`config.mk`:
```
export PLATFORM = sky130hd
export DESIGN_NAME = bcd2bin
export DESIGN_NICKNAME = d
export VERILOG_FILES = /design/src/rtl/bcd2bin.sv
export SDC_FILE = /design/constraint.sdc
export NUM_CORES = 1
export LEC_CHECK = 0
export CORE_MARGIN = 1
export CORE_UTILIZATION = 45
export DETAILED_ROUTE_END_ITERATION = 10
export MAX_ROUTING_LAYER = met4
export PLACE_DENSITY = 0.67
export SLEW_MARGIN = 5
export SYNTH_ARGS = -nofsm -noshare
export SYNTH_HDL_FRONTEND = slang
export SYNTH_SLANG_ARGS = --single-unit
export TNS_END_PERCENT = 1
```
`constraint.sdc`:
```
create_clock -name bcd2bin_clk -period 2.2 [get_ports bcd2bin_clk]
set_input_delay 0.66 -clock bcd2bin_clk [delete_from_list [all_inputs] [get_ports bcd2bin_clk]]
set_output_delay 0.66 -clock bcd2bin_clk [all_outputs]
set_load 0.05 [all_outputs]
```
`src/rtl/bcd2bin.sv`:
```
// Sequential 4-digit BCD to binary converter using reverse double-dabble
// (shift right, then subtract 3 from every BCD digit that is >= 8).
module bcd2bin #(
  parameter int unsigned No_bits = 14
) (
  input  logic               bcd2bin_clk,
  input  logic               reset_,
  input  logic               start_i,
  input  logic [3:0]         D12,
  input  logic [3:0]         D8,
  input  logic [3:0]         D4,
  input  logic [3:0]         D0,
  output logic [No_bits-1:0] bin_o,
  output logic               done_o,
  output logic               busy_o,
  output logic               err_o
);

  localparam int unsigned W = 16 + No_bits;

  typedef enum logic [1:0] {IDLE, SHIFT, ADJ, DONE} state_t;

  state_t               state_q, state_d;
  logic [15:0]          bcd_q, bcd_d;
  logic [No_bits-1:0]   sr_q, sr_d;
  logic [4:0]           k_q, k_d;
  logic [No_bits-1:0]   bin_q, bin_d;
  logic                 err_q, err_d;

  logic [W-1:0]         shifted;
  logic [15:0]          adj;
  logic                 bad_digit;

  always_ff @(posedge bcd2bin_clk) begin
    if (!reset_) begin
      state_q <= IDLE;
      bcd_q   <= '0;
      sr_q    <= '0;
      k_q     <= '0;
      bin_q   <= '0;
      err_q   <= 1'b0;
    end else begin
      state_q <= state_d;
      bcd_q   <= bcd_d;
      sr_q    <= sr_d;
      k_q     <= k_d;
      bin_q   <= bin_d;
      err_q   <= err_d;
    end
  end

  // The BCD and binary registers shift as one word: B0[0] falls into Bin's MSB.
  always_comb begin
    shifted = {bcd_q, sr_q} >> 1;
    adj     = bcd_q;
    for (int unsigned i = 0; i < 4; i++) begin
      if (bcd_q[i*4 +: 4] >= 4'd8)
        adj[i*4 +: 4] = bcd_q[i*4 +: 4] - 4'd3;
    end
    bad_digit = (D12 > 4'd9) || (D8 > 4'd9) || (D4 > 4'd9) || (D0 > 4'd9);
  end

  always_comb begin
    state_d = state_q;
    bcd_d   = bcd_q;
    sr_d    = sr_q;
    k_d     = k_q;
    bin_d   = bin_q;
    err_d   = err_q;
    case (state_q)
      IDLE: begin
        if (start_i) begin
          if (bad_digit) begin
            err_d   = 1'b1;
            bin_d   = '0;
            state_d = DONE;
          end else begin
            bcd_d   = {D12, D8, D4, D0};
            sr_d    = '0;
            k_d     = 5'(No_bits);
            err_d   = 1'b0;
            state_d = SHIFT;
          end
        end
      end
      SHIFT: begin
        bcd_d = shifted[W-1:No_bits];
        sr_d  = shifted[No_bits-1:0];
        k_d   = k_q - 5'd1;
        if (k_q == 5'd1) begin
          bin_d   = shifted[No_bits-1:0];
          state_d = DONE;
        end else begin
          state_d = ADJ;
        end
      end
      ADJ: begin
        bcd_d   = adj;
        state_d = SHIFT;
      end
      DONE:    state_d = IDLE;
      default: state_d = IDLE;
    endcase
  end

  assign bin_o  = bin_q;
  assign err_o  = err_q;
  assign done_o = (state_q == DONE);
  assign busy_o = (state_q != IDLE);

endmodule

```
# Word level (Yosys, flattened, before mapping)
# Cells that the tools add are included.
dict set report word_totals {
  inputBits 19
  output_inout_bits 17
  wordCells 70
  ff_bits 52
}
dict set report classes {
  reduce_logical 14
  magnitude_cmp 8
  muxes 22
  eq_ne 12
  n_addsub 5
}
# cell count
set ops {}
lappend ops {{two-way mux 14 bit} 5}
lappend ops {{case mux 14 bit (2 select lines)} 2}
lappend ops {{case mux 16 bit (3 select lines)} 1}
lappend ops {{two-way mux 16 bit} 2}
lappend ops {{AND reduction 4 bit} 5}
lappend ops {{>= comparator 4 bit, second input constant} 4}
lappend ops {{greater-than comparator 4 bit, second input constant} 4}
lappend ops {{two-way mux 4 bit} 4}
lappend ops {{!= test 2 bit, second input constant} 8}
lappend ops {{subtractor 4 x 2 -> 4 bit, second input constant} 4}
lappend ops {{two-way mux 5 bit} 2}
lappend ops {{case mux 5 bit (2 select lines)} 1}
lappend ops {{case mux 2 bit (4 select lines)} 1}
lappend ops {{== test 5 x 1 -> 1 bit, second input constant} 1}
lappend ops {{subtractor 5 x 1 -> 5 bit, second input constant} 1}
lappend ops {{== test 2 bit, second input constant} 2}
lappend ops {{two-way mux 2 bit} 2}
lappend ops {{nonzero test 2 bit} 2}
lappend ops {{logical OR 1 bit} 3}
lappend ops {{AND reduction 3 bit} 1}
lappend ops {{nonzero test 3 bit} 1}
lappend ops {{== test 2 x 1 -> 1 bit, second input constant} 1}
lappend ops {{zero test 2 bit} 1}
lappend ops {{two-way mux 1 bit} 2}
lappend ops {{AND reduction 2 bit} 1}

# Longest topological paths before layout
# Gate-level depths: netlist of run 1.
dict set report logic_depth {
  ltp_word 7
  ltp_mapped 9
  mapped_depth_nobuf 7
}

# Worst setup path before layout of run 1
# Ideal clock, no wire load.
dict set report synth_path {
  path_type {register to register}
  start {reg state_q[1]}
  end {reg bcd_q[11]}
  arrival_time_ns 1.652
  setup_ns 0.119
  slack_ns 0.429
  required_time_ns 2.081
  n_path_buf 0
  path_stages_with_launch 6
  path_cell_list {dfxtp_1 > ha_1 > inv_1 > a31oi_4 > nor2_4 > o221a_2}
}
dict set report synth_between {
  elab_chain_len 3
}
# item line
set synth_rtl {}
lappend synth_rtl {{from (decl)} 23} ;# state_t state_q, state_d;
lappend synth_rtl {{from (signal assigned)} 43} ;# state_q <= state_d;
lappend synth_rtl {{== test 2 bit, or another cell as far along} 70} ;# case (state_q)
lappend synth_rtl {{!= test 2 bit (no source line) / nonzero test 3 bit (equally long branches)} --}
lappend synth_rtl {{AND reduction 4 bit (no source line)} --}
lappend synth_rtl {{to (signal assigned)} 37} ;# bcd_q <= '0;
lappend synth_rtl {{to (signal assigned)} 44} ;# bcd_q <= bcd_d;
lappend synth_rtl {{to (decl)} 24} ;# logic [15:0] bcd_q, bcd_d;
# Parallel ways exist; a longest one is shown, timed or not.
# A chain may end at the register's enable or synchronous reset.

# Worst setup path after layout of run 1
dict set report layout_path {
  start {reg bin_q[1] (netlist: bin_o[1])}
  end {out bin_o[1]}
}
# item line
set layout_rtl {}
lappend layout_rtl {{from (decl)} 27} ;# logic [No_bits-1:0] bin_q, bin_d;
lappend layout_rtl {{from (signal assigned)} 47} ;# bin_q <= bin_d;
lappend layout_rtl {{to (decl)} 13} ;# output logic [No_bits-1:0] bin_o,
# No word-level cell between the ends.

==> flow_summary.ini, run 1 <==
[yosys]
yosysSeqAreaShare_pct = 37.02
yosys.area_share.xor_xnor_pct = 1.270
synth_top_flop_cell = dfxtp_1
yosysTopAreaCellShare_pct = 37.02
yosys_warnings = 0
synthSimpleGateAreaFrac_pct = 19.10
synth.avg_cell_area_um2 = 8.485
synthMuxAreaShare_pct = 5.944
synth_top_family_by_area = compound AO/OA/AOI/OAI gates
ys_async_sr_fraction_pct = 0
netlist_area_mm2 = 0.002758
synth_enable_flop_cells = 0
synth_cell_types = 45
syn_nets = 359
synth_cells = 325
synth_compound_area_share_pct = 22.41
synth_top_cell_by_area = dfxtp_1
synth_area_leaders = dfxtp_1 37%, nand3_1 8.0%, ha_1 6.8%
synth_fa_ha_area_share_pct = 6.806
synth-seq-cells = 51

[run]
cap_violations = 0

[detailed_routing]
vias_per_cell = 5.518
dr.pass1.iters = 4
wire_per_inst_um = 14.12
postRouteAntennaNets = 0
drtIter0Drc = 157
routed_wl_um = 6214
vias = 2428
drc_errors = 0

[clock_tree]
cts_hold_buf = 0
cts_tree = built
clock-root-buffer = clkbuf_8
cts_sinks = 51
clk_latency_ns = 0.31
clock_path_buffers = 2
h-tree-depth = 2
cts_made_buffers = 5
clk_pin_slew_ns = 0.09

[critical_path]
path_delay_family = buffers and inverters
crit_buf_inv = 1
cp_max_fo = 2
critPathCaptureType = primary output
cp_slowest_stage_delay_ns = 0.81
worst_ep_arrival_time_ns = 1.47
crit-reg2reg-launch = state_q[1]$_SDFFE_PN0P_
reg2reg_slack_ns = 0.19
cp_slowest_cell = clkdlybuf4s50_1
critical_path_class = register to primary output
r2r_cells = 7
rr_endpoint = bin_o[11]$_SDFFE_PN0P_
worstSetupStartpointType = register
crit_chain = clkdlybuf4s50_1
cp_data_required_time_ns = 1.54

[floorplan]
dieWidth_um = 80.28
coreArea_mm2 = 0.005921
dieArea_mm2 = 0.006445
initial_utilization_pct = 46.58
row_count = 28
ios = 36
die_y_um = 80.28

[grt]
grt_max_degree = 80
grt_overflow = 0
grt_usage_pct = 20.62
grt_pass1_vias = 2187
antenna_found_initial = 0
grt_pass1_wl_um = 10040

[finish]
antenna_cells = 0
design_area_mm2 = 0.003354
layout_commonest_cell = dfxtp_1
stdcell_count = 440
drive_above_1_share_pct = 13.15
final_cell_mix = 51 x dfxtp_1, 44 x nand3_1, 37 x nand2_1, 32 x clkdlybuf4s50_1, 28 x o21ai_0
num-nets-final = 398
areaGrowthSynthToFinish_pct = 21.64

[placed_design]
place_hpwl_um = 4115
place_area_mm2 = 0.003247
dp_cells = 431
gp_congestion = 0.7717
portBuffers = 35
dp_slack_ns = -0.2843

[status]
outcome = finished clean

[timing]
rsz0062_at_grt = yes
slew_violations = 0
worst_slack_ns = 0.06692
setup_violations = 0
finClkSkew_ns = 0.01077
fin_hold_ws_ns = 0.4635
tightestPinTransition_ns = 0.5583
layout_worst_path_cycle_share_pct = 96.96
max_clock_freq_mhz = 468.8
relSlewSlack_pct = 62.68
finalCriticalPeriod_ns = 2.133
hold_viol = 0

[power]
power_density_mw_per_mm2 = 1257
p_leak_nw = 1.247
p_total_mw = 4.216
peakVddDrop_uv = 518.2

[min_path]
hp-start = bin_o[3]$_SDFFE_PN0P_
hold_path.class = register to register
min_to = bin_o[3]$_SDFFE_PN0P_
hold_depth = 2
through the flow:
| step | utilization [%] | TNS [ns] |
|---|---|---|
| finish | 56.66 | 0 |
| global placement | 54.84 | -8.329 |
| floorplan | - | 0 |
| CTS | 56.34 | 0 |
| detailed placement | 54.84 | -9.103 |
| global route | 56.66 | -0.03143 |
timing repair:
action,4_1_cts,5_1_grt
setup buffers,0,0
resized for setup,1,3
pin swaps,0,1
cloned,0,1
setup endpoints to repair,1,31
flip-flops by register name (all words and copies together), names as in the netlist:
register,flops
sr_q,13
bcd_q,16
err_o,1
k_q,5
bin_o,14
state_q,2
cell families (layout without fill, tap and decap cells):
kind of cell	count (synthesis)	count (layout)
AO/OA/AOI/OAI	90	91
XOR/XNOR	4	4
adder cells (fa/ha/maj)	15	15
buffers and inverters	41	80
flip-flops	51	51
multiplexers	16	16
AND/OR/NAND/NOR	108	108
layer usage:
layer / part of all wire, % / up-vias / track usage (%)
met5: 0 / - / -
met4: 1.0 / 0 / 7.857
met3: 3.7 / 6 / 3.295
met2: 47 / 54 / 32.65
met1: 48 / 1119 / 26.41
li1: - / 1249 / -
cell usage after synthesis (2+ instances only):
cell       n
inv_1     16
nand3_1   44
a31oi_1    2
clkbuf_1  10
o21ai_1    8
o211ai_1  12
dfxtp_1   51
o221ai_1   5
a21oi_1    8
buf_6      3
mux2i_1   13
nor2_1     5
ha_1      15
buf_2      7
o221a_2    4
xnor2_1    4
nand2_1   37
o21ai_0   29
mux2_2     3
nor3_1     7
nor2b_1    5
nand4_1    3
a22oi_1   12
worst max path at each step:
stage / start / to / cells past startpoint
2_1_floorplan: state_q[1]$_SDFFE_PN0P_ / bcd_q[11]$_SDFFE_PN0P_ / 5
3_3_place_gp: D4[3] / sr_q[11]$_SDFFE_PN0P_ / 6
3_5_place_dp: D4[3] / sr_q[2]$_SDFFE_PN0P_ / 6
4_1_cts: D8[2] / sr_q[2]$_SDFFE_PN0P_ / 6
5_1_grt: state_q[0]$_SDFFE_PN0P_ / bin_o[11]$_SDFFE_PN0P_ / 7
6_report: bin_o[1]$_SDFFE_PN0P_ / bin_o[1] / 1
area by class of cell:
cell class              instances  area [um2]
fillers                       564        2566
inverters                      18       67.56
flip-flops and latches         51        1021
clock inverters                 2       16.27
repair buffers                 54       533.0
multi-input cells             234        1550
well taps                      75       93.84
clock buffers                   6       72.57
power breakdown:
group / total (mW) / switching (mW) / internal (mW)
sequential: 1.36 / 0.229 / 1.13
clock: 0.567 / 0.337 / 0.229
combinational: 2.29 / 1.34 / 0.956
Note: power is estimated with default switching activity, not from simulation.
==> run 2, diff against run 1 <==
- CAP_MARGIN: not set -> 20
- CTS_CLUSTER_DIAMETER: not set -> 60
==> results of run 2 <==
Same layout as run 1: the final DEF is identical, and so are final timing and power.
==> run 3, diff against run 2 <==
- CTS_BUF_LIST: not set -> sky130_fd_sc_hd__clkbuf_4
==> flow_summary.ini, run 3 (synthesis gave the netlist of run 1 again) <==
[power]
p_total_mw = 4.098
pwr-share-clk_pct = 11.2
power_density_mw_per_mm2 = 1241
intPower_mw = 2.229
p_sw_share_pct = 45.61
peakVddDrop_uv = 533.2
p_seq_share_pct = 33.1
combPwrFrac_pct = 55.6
p_leak_nw = 1.319
power.switching_mw = 1.869

[grt]
grt_max_degree = 80
grt_usage_pct = 20.49
grt_pass1_wl_um = 10090
grt_pass1_vias = 2201
grt_overflow = 0
antenna_found_initial = 0

[placed_design]
place_hpwl_um = 4115
dp_cells = 431
portBuffers = 35
dp_slack_ns = -0.2843
place_area_mm2 = 0.003247
gp_congestion = 0.7717

[clock_tree]
clock-root-buffer = clkbuf_4
cts_tree = built
cts_sinks = 51
h-tree-depth = 2
clock_path_buffers = 2
cts_made_buffers = 5
clk_latency_ns = 0.37
post_cts.repair.setup_buffers = 0
clk_pin_slew_ns = 0.15

[timing]
hold_viol = 0
finalCriticalPeriod_ns = 2.075
worst_slack_ns = 0.1251
tightestPinTransition_ns = 0.5897
slew_violations = 0
max_clock_freq_mhz = 482.0
rsz0062_at_grt = yes
finClkSkew_ns = 0.009774
layout_worst_path_cycle_share_pct = 94.31
tns_ns = 0
setup_violations = 0
fin_hold_ws_ns = 0.4669
relSlewSlack_pct = 60.60

[floorplan]
dieWidth_um = 80.28
coreArea_mm2 = 0.005921
dieArea_mm2 = 0.006445
initial_utilization_pct = 46.58
ios = 36
row_count = 28
die_y_um = 80.28

[finish]
largest_reg_flops = 16
multi_input_area_mm2 = 0.001536
areaGrowthSynthToFinish_pct = 19.74
final_cell_mix = 50 x dfxtp_1, 44 x nand3_1, 37 x nand2_1, 28 x o21ai_0
num-nets-final = 397
stdcell_count = 439
regArea_mm2 = 0.001022
layout_commonest_cell = dfxtp_1
largest_register = bcd_q
antenna_cells = 0
drive_above_1_share_pct = 13.74
final_core_util_pct = 55.77
fillCellCount = 574
design_area_mm2 = 0.003302

[critical_path]
critical_path_class = input pin to register
cp_slowest_cell = a21oi_4
worstSetupStartpointType = input pin
worst_ep_arrival_time_ns = 2.32
critPathCaptureType = register
cp_max_fo = 28
cp_slowest_stage_delay_ns = 0.49
cp_data_required_time_ns = 2.44
crit_chain = clkdlybuf4s50_1 -> o21ai_1 -> and4_1 -> buf_12 -> a21oi_4 -> o21ai_0

[status]
outcome = finished clean

[detailed_routing]
postRouteAntennaNets = 0
vias_per_cell = 5.490
routed_wl_um = 6061
drtIter0Drc = 144
wire_per_inst_um = 13.81
vias = 2410
drc_errors = 0
dr.pass1.iters = 4

[run]
cap_violations = 0

[min_path]
hold_path.class = register to register
-- run 3: cell count changes in the layout (fill, tap and decap cells not counted), moves of 5 or more --
cell	previous run	this run
clkdlybuf4s50_1	32	17
dlygate4sd2_1	0	14
clkbuf_4	0	6
clkbuf_8	5	0
-- run 3: power by group through the flow --
stage,clock network (mW),logic (mW),registers (mW)
final,0.461,2.28,1.36
after CTS,0.474,2.27,1.36
after global placement,0,2.21,1.37
after global routing,0.506,2.54,1.39
after floorplan,0,1.76,1.34
after detailed placement,0,2.26,1.38
-- run 3: path summary, 6_finish.rpt --
check | startpoint | end | depth (start not counted) | slack (ns)
worst max-delay path | D12[2] | sr_q[2]$_SDFFE_PN0P_ | 6 | 0.13
worst min-delay path | bin_o[3]$_SDFFE_PN0P_ | bin_o[3]$_SDFFE_PN0P_ | 2 | 0.47
worst max register to register | state_q[0]$_SDFFE_PN0P_ | sr_q[2]$_SDFFE_PN0P_ | 6 | 0.30
worst min register to register | bin_o[3]$_SDFFE_PN0P_ | bin_o[3]$_SDFFE_PN0P_ | 2 | 0.47
-- run 3: worst max-delay path: cells and delay by family --
family | cells | cell delay (ns)
AOI/OAI and AO/OA | 3 | 0.80
buffers and inverters | 2 | 0.63
and+or+nand+nor | 1 | 0.23
-- run 3: repair_timing --
action	CTS	global route
hold buffers	0	0
endpoints found under the setup margin	15	23
gates cloned	0	0
resized for setup	16	5
pin swaps	0	1
-- run 3: cell type report --
type | instances | area share [%]
multi-input cells | 233 | 46.53
flip-flops and latches | 51 | 30.96
repair buffers | 54 | 15.69
well taps | 75 | 2.842
inverters | 18 | 2.122
clock buffers | 6 | 1.364
clock inverters | 2 | 0.4926
-- run 3: metal layers --
layer / GRT usage, % / share of wire (%) / wire, um / vias to the layer above
met5: - / 0 / 0 / -
met4: 6.250 / 0.94 / 57 / 0
met3: 3.295 / 2.9 / 178 / 5
met2: 33.08 / 48 / 2916 / 38
met1: 26.34 / 48 / 2908 / 1119
li1: - / - / - / 1248
